===== config.mk =====
export PLATFORM = sky130hd
export DESIGN_NAME = keypad_scanner
export DESIGN_NICKNAME = d
export VERILOG_FILES = /design/src/rtl/keypad_pkg.sv /design/src/rtl/scan_tick_gen.sv /design/src/rtl/keypad_scanner.sv
export SDC_FILE = /design/constraint.sdc
export NUM_CORES = 1
export LEC_CHECK = 0
export BUFFER_PORTS_ARGS = -buffer_cell sky130_fd_sc_hd__buf_2
export CORE_AREA = 8 8 77 79
export DETAILED_ROUTE_END_ITERATION = 12
export DIE_AREA = 0 0 85 87
export PLACE_DENSITY = 0.82
export SLEW_MARGIN = 20
export SYNTH_ARGS = -nofsm -noshare
export SYNTH_HDL_FRONTEND = slang
export SYNTH_SLANG_ARGS = --single-unit

===== constraint.sdc =====
create_clock -name clk -period 7.18 [get_ports clk]
set_input_delay 0.359 -clock clk [delete_from_list [all_inputs] [get_ports clk]]
set_output_delay 0.359 -clock clk [all_outputs]
set_load 0.02 [all_outputs]

===== src/rtl/keypad_pkg.sv =====
// Shared types and constants for the PmodKYPD 4x4 keypad scanner.
// Holds the FSM state type, the key code map and the column and row decode helpers.
package keypad_pkg;

    typedef enum logic [1:0] {SCAN, DEBOUNCE, WAIT_RELEASE} kp_state_t;

    localparam logic [3:0] COL_RESET = 4'b1110;

    // KEY_MAP[col_idx][row]
    localparam logic [3:0] KEY_MAP [4][4] = '{
        '{4'h1, 4'h4, 4'h7, 4'h0},
        '{4'h2, 4'h5, 4'h8, 4'hF},
        '{4'h3, 4'h6, 4'h9, 4'hE},
        '{4'hA, 4'hB, 4'hC, 4'hD}
    };

    function automatic logic [1:0] col_to_idx(input logic [3:0] col);
        logic [1:0] idx;
        case (col)
            4'b1101: idx = 2'd1;
            4'b1011: idx = 2'd2;
            4'b0111: idx = 2'd3;
            default: idx = 2'd0;
        endcase
        return idx;
    endfunction

    // Several keys down in one column: the lowest row wins.
    function automatic logic [1:0] lowest_row(input logic [3:0] pat);
        logic [1:0] r;
        if (pat[0])      r = 2'd0;
        else if (pat[1]) r = 2'd1;
        else if (pat[2]) r = 2'd2;
        else if (pat[3]) r = 2'd3;
        else             r = 2'd0;
        return r;
    endfunction

endpackage


===== src/rtl/scan_tick_gen.sv =====
// Scan-rate clock enable: a single-cycle tick every SCAN_DIV clocks.
// The tick asserts while the counter holds SCAN_DIV-1, and the counter then wraps to 0.
module scan_tick_gen #(
    parameter int unsigned SCAN_DIV = 100000
) (
    input  logic clk,
    input  logic rst_n,
    output logic tick
);

    logic [26:0] r_cnt;

    assign tick = (r_cnt == 27'(SCAN_DIV - 1));

    always_ff @(posedge clk or negedge rst_n) begin
        if (!rst_n)    r_cnt <= '0;
        else if (tick) r_cnt <= '0;
        else           r_cnt <= r_cnt + 27'd1;
    end

endmodule


===== src/rtl/keypad_scanner.sv =====
// 4x4 keypad scanner: drives the columns, debounces the rows and decodes the key,
// then presents the key code to the CPU with a valid/ack handshake and an interrupt pulse.
module keypad_scanner
    import keypad_pkg::*;
#(
    parameter int unsigned SCAN_DIV       = 100000,
    parameter int unsigned DEBOUNCE_SCANS = 4
) (
    input  logic       clk,
    input  logic       rst_n,
    input  logic [3:0] row,
    output logic [3:0] col,
    output logic [3:0] key_code,
    output logic       key_valid,
    input  logic       key_ack,
    output logic       intr,
    output logic       key_held,
    output logic       overrun
);

    localparam int DW = $clog2(DEBOUNCE_SCANS + 1);

    kp_state_t     r_state, w_state_n;
    logic [3:0]    r_col, w_col_n, w_col_rot;
    logic [3:0]    r_pat, w_pat_n;
    logic [1:0]    r_cidx, w_cidx_n;
    logic [DW-1:0] r_dcnt, w_dcnt_n, w_dcnt_inc;
    logic [3:0]    r_sync1, r_sync2, w_rs, w_code;
    logic          w_tick, w_accept, w_release;
    logic [3:0]    r_key_code;
    logic          r_valid, r_intr, r_held, r_ovr;

    scan_tick_gen #(.SCAN_DIV(SCAN_DIV)) u_tick (
        .clk   (clk),
        .rst_n (rst_n),
        .tick  (w_tick)
    );

    // Rows are asynchronous and idle high; w_rs is the active-high pressed pattern.
    always_ff @(posedge clk or negedge rst_n) begin
        if (!rst_n) begin
            r_sync1 <= 4'b1111;
            r_sync2 <= 4'b1111;
        end else begin
            r_sync1 <= row;
            r_sync2 <= r_sync1;
        end
    end

    assign w_rs       = ~r_sync2;
    assign w_col_rot  = {r_col[2:0], r_col[3]};
    assign w_dcnt_inc = r_dcnt + DW'(1);
    assign w_code     = KEY_MAP[w_cidx_n][lowest_row(w_pat_n)];

    always_ff @(posedge clk or negedge rst_n) begin
        if (!rst_n) begin
            r_state <= SCAN;
            r_col   <= COL_RESET;
            r_pat   <= '0;
            r_cidx  <= '0;
            r_dcnt  <= '0;
        end else begin
            r_state <= w_state_n;
            r_col   <= w_col_n;
            r_pat   <= w_pat_n;
            r_cidx  <= w_cidx_n;
            r_dcnt  <= w_dcnt_n;
        end
    end

    always_comb begin
        w_state_n = r_state;
        w_col_n   = r_col;
        w_pat_n   = r_pat;
        w_cidx_n  = r_cidx;
        w_dcnt_n  = r_dcnt;
        w_accept  = 1'b0;
        w_release = 1'b0;
        if (w_tick) begin
            case (r_state)
                SCAN: begin
                    if (w_rs == 4'b0000) begin
                        w_col_n = w_col_rot;
                    end else begin
                        w_pat_n  = w_rs;
                        w_cidx_n = col_to_idx(r_col);
                        w_dcnt_n = DW'(1);
                        if (DEBOUNCE_SCANS == 1) begin
                            w_accept  = 1'b1;
                            w_dcnt_n  = '0;
                            w_state_n = WAIT_RELEASE;
                        end else begin
                            w_state_n = DEBOUNCE;
                        end
                    end
                end
                DEBOUNCE: begin
                    if (w_rs == r_pat) begin
                        w_dcnt_n = w_dcnt_inc;
                        if (w_dcnt_inc == DW'(DEBOUNCE_SCANS)) begin
                            w_accept  = 1'b1;
                            w_dcnt_n  = '0;
                            w_state_n = WAIT_RELEASE;
                        end
                    end else begin
                        w_dcnt_n  = '0;
                        w_col_n   = w_col_rot;
                        w_state_n = SCAN;
                    end
                end
                WAIT_RELEASE: begin
                    if (w_rs == 4'b0000) begin
                        w_dcnt_n = w_dcnt_inc;
                        if (w_dcnt_inc == DW'(DEBOUNCE_SCANS)) begin
                            w_release = 1'b1;
                            w_dcnt_n  = '0;
                            w_col_n   = w_col_rot;
                            w_state_n = SCAN;
                        end
                    end else begin
                        w_dcnt_n = '0;
                    end
                end
                default: w_state_n = SCAN;
            endcase
        end
    end

    // A new accept always wins over an ack arriving in the same cycle.
    always_ff @(posedge clk or negedge rst_n) begin
        if (!rst_n) begin
            r_key_code <= '0;
            r_valid    <= 1'b0;
            r_intr     <= 1'b0;
            r_held     <= 1'b0;
            r_ovr      <= 1'b0;
        end else begin
            r_intr <= w_accept;
            if (w_accept) begin
                r_key_code <= w_code;
                r_valid    <= 1'b1;
                r_held     <= 1'b1;
                if (r_valid) r_ovr <= ~key_ack;
            end else if (key_ack && r_valid) begin
                r_valid <= 1'b0;
                r_ovr   <= 1'b0;
            end
            if (w_release) r_held <= 1'b0;
        end
    end

    assign col       = r_col;
    assign key_code  = r_key_code;
    assign key_valid = r_valid;
    assign intr      = r_intr;
    assign key_held  = r_held;
    assign overrun   = r_ovr;

endmodule

## Word level (Yosys, flattened, before mapping)

Cells that the tools add are included.

| storage, ports and cells | value |
|---|---|
| register bits | 58 |
| input bits | 7 |
| output and inout bits | 12 |
| logic and storage cells | 93 |

| operators by class | value |
|---|---|
| add/sub/neg operators | 2 |
| magnitude comparators | 2 |
| equal/unequal tests | 15 |
| muxes and demuxes | 47 |
| bitwise logic cells | 4 |
| reduce and logical (&&, ||, !) cells | 10 |

Operator list:

| cell | count |
|---|---|
| $mux 4 | 9 |
| $bmux 16 s2 | 1 |
| $mux 16 | 2 |
| $add 27x1->27 const B | 1 |
| $eq 27x17->1 const B | 1 |
| $mux 27 | 1 |
| $mux 2 | 12 |
| $mux 1 | 13 |
| $mux 3 | 4 |
| $pmux 2 s3 | 2 |
| $pmux 4 s3 | 1 |
| $ne 2x2->1 const B | 5 |
| $pmux 3 s3 | 1 |
| $bmux 4 s2 | 1 |
| $eq 4x4->1 const B | 2 |
| $ge 3x3->1 const B | 2 |
| $not 2->3 | 2 |
| $reduce_and 6->1 | 1 |
| $reduce_and 5->1 | 1 |
| $eq 4x3->1 const B | 1 |
| $eq 4x4->1 | 1 |
| $logic_not 4->1 | 1 |
| $not 4->4 | 1 |
| $reduce_bool 2->1 | 2 |
| other kinds (12) | 12 |

## Logic depth before layout (Yosys ltp)

| logic depth | value |
|---|---|
| depth after elaboration | 13 |
| gate-level depth with buffers | 12 |
| mapped depth without buffers | 12 |

## By module

From an unflattened synthesis, not the netlist that was laid out.

| unflattened totals | value |
|---|---|
| cells, all modules | 288 |
| area, all modules | 3074.2 µm² |

Modules (own cells, without submodules):

| module | instances | cells each | area each (µm²) | seq. area each (µm²) |
|---|---|---|---|---|
| keypad_scanner | 1 | 169 | 1761.7 | 789.5 |
| scan_tick_gen | 1 | 119 | 1312.5 | 675.6 |

## Least setup slack after synthesis

OpenSTA, ideal clock, no wires.

| timing | value |
|---|---|
| kind | register -> register |
| start | reg r_state[0] |
| end | reg r_key_code[1], in the netlist key_code[1] |
| setup time | 0.120 ns |
| arrival | 2.536 ns |
| required time | 7.060 ns |
| slack | 4.524 ns |
| stages on the path, launching flop included | 13 |
| buffers on the path | 0 |
| period minus slack after synthesis | 2.656 ns |
| cell sequence | dfrtp_1 inv_1 ha_1 nor3b_1 nand4_1 or2_1 nor3_1 a21o_1 inv_1 ha_1 mux2i_1 o21ai_1 a41o_1 |

| between the ends | value |
|---|---|
| elaborated cells on any way between the ends | 20 |
| classes of those cells | eq/ne: 1; mux: 16; bitwise: 2; reduce/logical: 1 |

RTL lines:

| element | line | source |
|---|---|---|
| from (decl) | keypad_scanner.sv:23 | `kp_state_t r_state, w_state_n;` |
| from (signal assigned) | keypad_scanner.sv:63 | `r_state <= w_state_n;` |
| $logic_not 2->1 | keypad_scanner.sv:80 | `case (r_state)` |
| $mux 2 | keypad_scanner.sv:80 |  |
| $mux 2 | keypad_scanner.sv:79 | `if (w_tick) begin` |
| net w_cidx_n[1] | keypad_scanner.sv:26 | `logic [1:0] r_cidx, w_cidx_n;` |
| $not 2->3 (not written as such) | keypad_scanner.sv:53 | `assign w_code = KEY_MAP[w_cidx_n][lowest_row(w_pat_n)];` |
| $bmux 16 s2 | keypad_scanner.sv:53 |  |
| $mux 16 (not written as such) (2 in series) | keypad_scanner.sv:53 |  |
| $bmux 4 s2 | keypad_scanner.sv:53 |  |
| $mux 4 (not written as such) (2 in series) | keypad_scanner.sv:53 |  |
| to (signal assigned) | keypad_scanner.sv:140 | `r_key_code <= w_code;` |
| to (decl) | keypad_scanner.sv:30 | `logic [3:0] r_key_code;` |

The timed path passes the listed nets, and every way through them passes these cells. The select of a mux whose other input is x is not followed.
A chain may end at the register's enable or synchronous reset.

## Worst setup path after layout

Ends and elaborated chain as after synthesis.

==> impl_metrics.py <==
metrics = {
    "worst_setup_path": {
        "crit_path_end_kind": "flip-flop",
        "worstPathRequired_ps": 7400,
        "slowest_stage": "dfrtp_1",
        "startpoint": "r_state[0]$_DFFE_PN0P_",
        "rr_startpoint": "r_state[0]$_DFFE_PN0P_",
        "crit_family": "simple AND/OR/NAND/NOR gates",
        "arrival_ps": 3300,
        "crit_buf_inv": 2,
        "critPathMaxFanout": 7,
        "critical_path_class": "flip-flop to flip-flop",
        "path_cells": "inv_1 > ha_1 > nor3b_1 > nand4_1 > or2_1 > nor3_1 > a21o_1 > inv_1 > ha_1 > mux2i_1 > o21ai_1 > a41o_1",
        "slowest_delay_ps": 430,
        "start_kind": "flip-flop",
    },
    "clocking": {
        "cts_num_sinks": 58,
        "htree_levels": 3,
        "clk_pin_slew_ps": 70,
        "clockBufferDepth": 2,
        "cts_tree": "yes",
        "cts_setup_buffers": 0,
        "cts-root-buf": "clkbuf_8",
        "cts_resized": 0,
        "clock_latency_ps": 330,
        "holdBufCountCts": 0,
        "cts_inserted_buffers": 9,
    },
    "logic_synthesis": {
        "syn_nets": 290,
        "synth_most_common_cell": "dfrtp_1",
        "yosys-top-cells-area": "dfrtp_1 (40%), dfstp_2 (9.8%), xnor2_1 (5.7%)",
        "ys_ff_latch": 58,
        "synth_top_flop_cell": "dfrtp_1",
        "syn_area_um2": 2940,
        "synth_top_area_share_pct": 40.1,
        "yosys.area.top_type": "dfrtp_1",
        "synth_common_cells": "dfrtp_1 (47), nand2_1 (19), xnor2_1 (19)",
        "async_flop_share_pct": 100,
        "synth_area_per_cell_um2": 10.9,
        "yosys_warnings": 0,
        "synth-edff-count": 0,
        "synth-seq-area-share_pct": 49.9,
        "synth_cell_types": 48,
        "syn-instance-count": 270,
    },
    "floorplan": {
        "placementRows": 26,
        "io_pins": 19,
        "dieArea_um2": 7400,
        "dieHeight_um": 87,
        "start_util_pct": 60.6,
        "die_w_um": 85,
        "core_area_um2": 4850,
    },
    "global_routing": {
        "grt_max_degree": 59,
        "grt_usage_pct": 17.3,
        "antenna_found_initial": 0,
        "grt_first_pass_wirelength_um": 10100,
        "grt_pass1_vias": 2111,
        "grt_overflow": 0,
    },
    "place": {
        "hpwl_um": 4000,
        "io_buffers": 18,
        "place_congestion": 0.809,
    },
    "run_status": {
        "status": "complete, no violations",
    },
    "sta": {
        "post-route-min-period_ps": 3070,
        "setup_tns_ps": 0,
        "slew_violations": 0,
        "max_slew.worst_pin.slew_ps": 715,
        "max_freq_mhz": 325,
        "hold_viol_final": 0,
        "maxSlewHeadroom_pct": 52.3,
        "whs_ps": 116,
        "setup_violations": 0,
        "clock_skew_ps": 6.57,
        "rsz0062_at_grt": "false",
        "fin_crit_sh_pct": 42.8,
    },
    "drt": {
        "routed_wl_um": 5760,
        "routed_via_density": 5.86,
        "wire_per_inst_um": 16.1,
        "drt_iter0_drc": 112,
        "remaining_drc_errors": 0,
        "vias": 2099,
        "dr.pass1.iters": 4,
        "final_antenna_net_count": 0,
    },
    "pwr": {
        "peakVddDrop_mv": 0.153,
        "powerDensity_nw_per_um2": 203,
        "p_leak_nw": 1.55,
    },
    "flow_run": {
        "cap_viol_max_count": 0,
    },
    "worst_hold_path": {
        "hold_start": "row[1]",
        "hp-class": "input port to flip-flop",
    },
    "cells_and_area": {
        "drive_gt1_share_pct": 22.2,
        "nNetsFinal": 317,
        "areaGrowthSynthToFinish_pct": 12.7,
        "antenna_cells": 0,
    },
}
[per-stage QoR]
step | setup WS (ps) | total power, mW | area (µm²) | util, % | cells
floorplan | 4520 | 0.342 | 2940 | - | 270
global placement | 4330 | 0.352 | 3090 | 63.8 | 342
detailed placement | 4160 | 0.352 | 3090 | 63.8 | 342
CTS | 4130 | 0.677 | 3310 | 68.2 | 358
global route | 3900 | 0.696 | 3310 | 68.2 | 358
finish | 4110 | 0.672 | 3310 | 68.2 | 358
[cells in the final DEF (no fill, tap or decap), types with 8 or more instances in the layout]
master	n
dfrtp_1	47
ha_1	13
a21oi_1	11
xnor2_1	19
nor2_1	17
nand3_1	18
inv_1	8
dfstp_2	11
clkbuf_8	9
xor2_1	12
nor3_1	11
nand2_1	19
buf_2	18
[power by group]
part / internal, mW / leakage [nW] / switching [mW] / total [mW]
Sequential: 0.331 / 0.756 / 0.00225 / 0.334
Clock: 0.194 / 0.105 / 0.132 / 0.327
Combinational: 0.00319 / 0.691 / 0.00886 / 0.0120
[state kept, by name, indices dropped and copies added (netlist names)]
name and flops:
col 4, intr 1, key_code 4, key_held 1, key_valid 1, overrun 1, r_cidx 2, r_dcnt 3
r_pat 4, r_state 2, r_sync1 4, r_sync2 4, u_tick.r_cnt 27
[cells by family after synthesis]
logic type               Yosys count  synth area share, %
buffers and inverters             11                 1.45
adder cells (fa/ha/maj)           13                 5.54
AND/OR/NAND/NOR                  111                 22.6
XOR/XNOR                          31                 9.25
multiplexers                       8                 2.98
AO/OA/AOI/OAI                     38                 8.23
flip-flops                        58                 49.9
[cell type report]
type | count | area, µm²
Clock buffer | 9 | 124
Clock inverter | 7 | 93.8
Fill cell | 359 | 1540
Inverter | 8 | 30.0
Multi-Input combinational cell | 201 | 1430
Sequential cell | 58 | 1470
Tap cell | 56 | 70.1
Timing Repair Buffer | 19 | 97.6
[metal layers]
layer	share of wire (%)	wire, µm	track usage [%]	up-vias
met3	4.3	247	4.34	10
met2	48	2760	27.4	51
li1	-	-	-	1002
met1	46	2630	21.4	1036
met4	1.9	108	9.06	0
met5	0	0	0	-
[worst paths after layout]
path                                        endpoint  depth (start not counted)  slack, ps
setup reg to reg             key_code[1]$_DFFE_PN0P_                         12       4110
min in group asynchronous  u_tick.r_cnt[4]$_DFF_PN0_                          2        150
max in group asynchronous      r_dcnt[2]$_DFFE_PN0P_                          2       6540
setup / recovery             key_code[1]$_DFFE_PN0P_                         12       4110
hold reg to reg                 r_sync2[3]$_DFF_PN1_                          0        350
hold / removal                  r_sync1[1]$_DFF_PN1_                          1        120
Power figures use the tool's default switching activity.
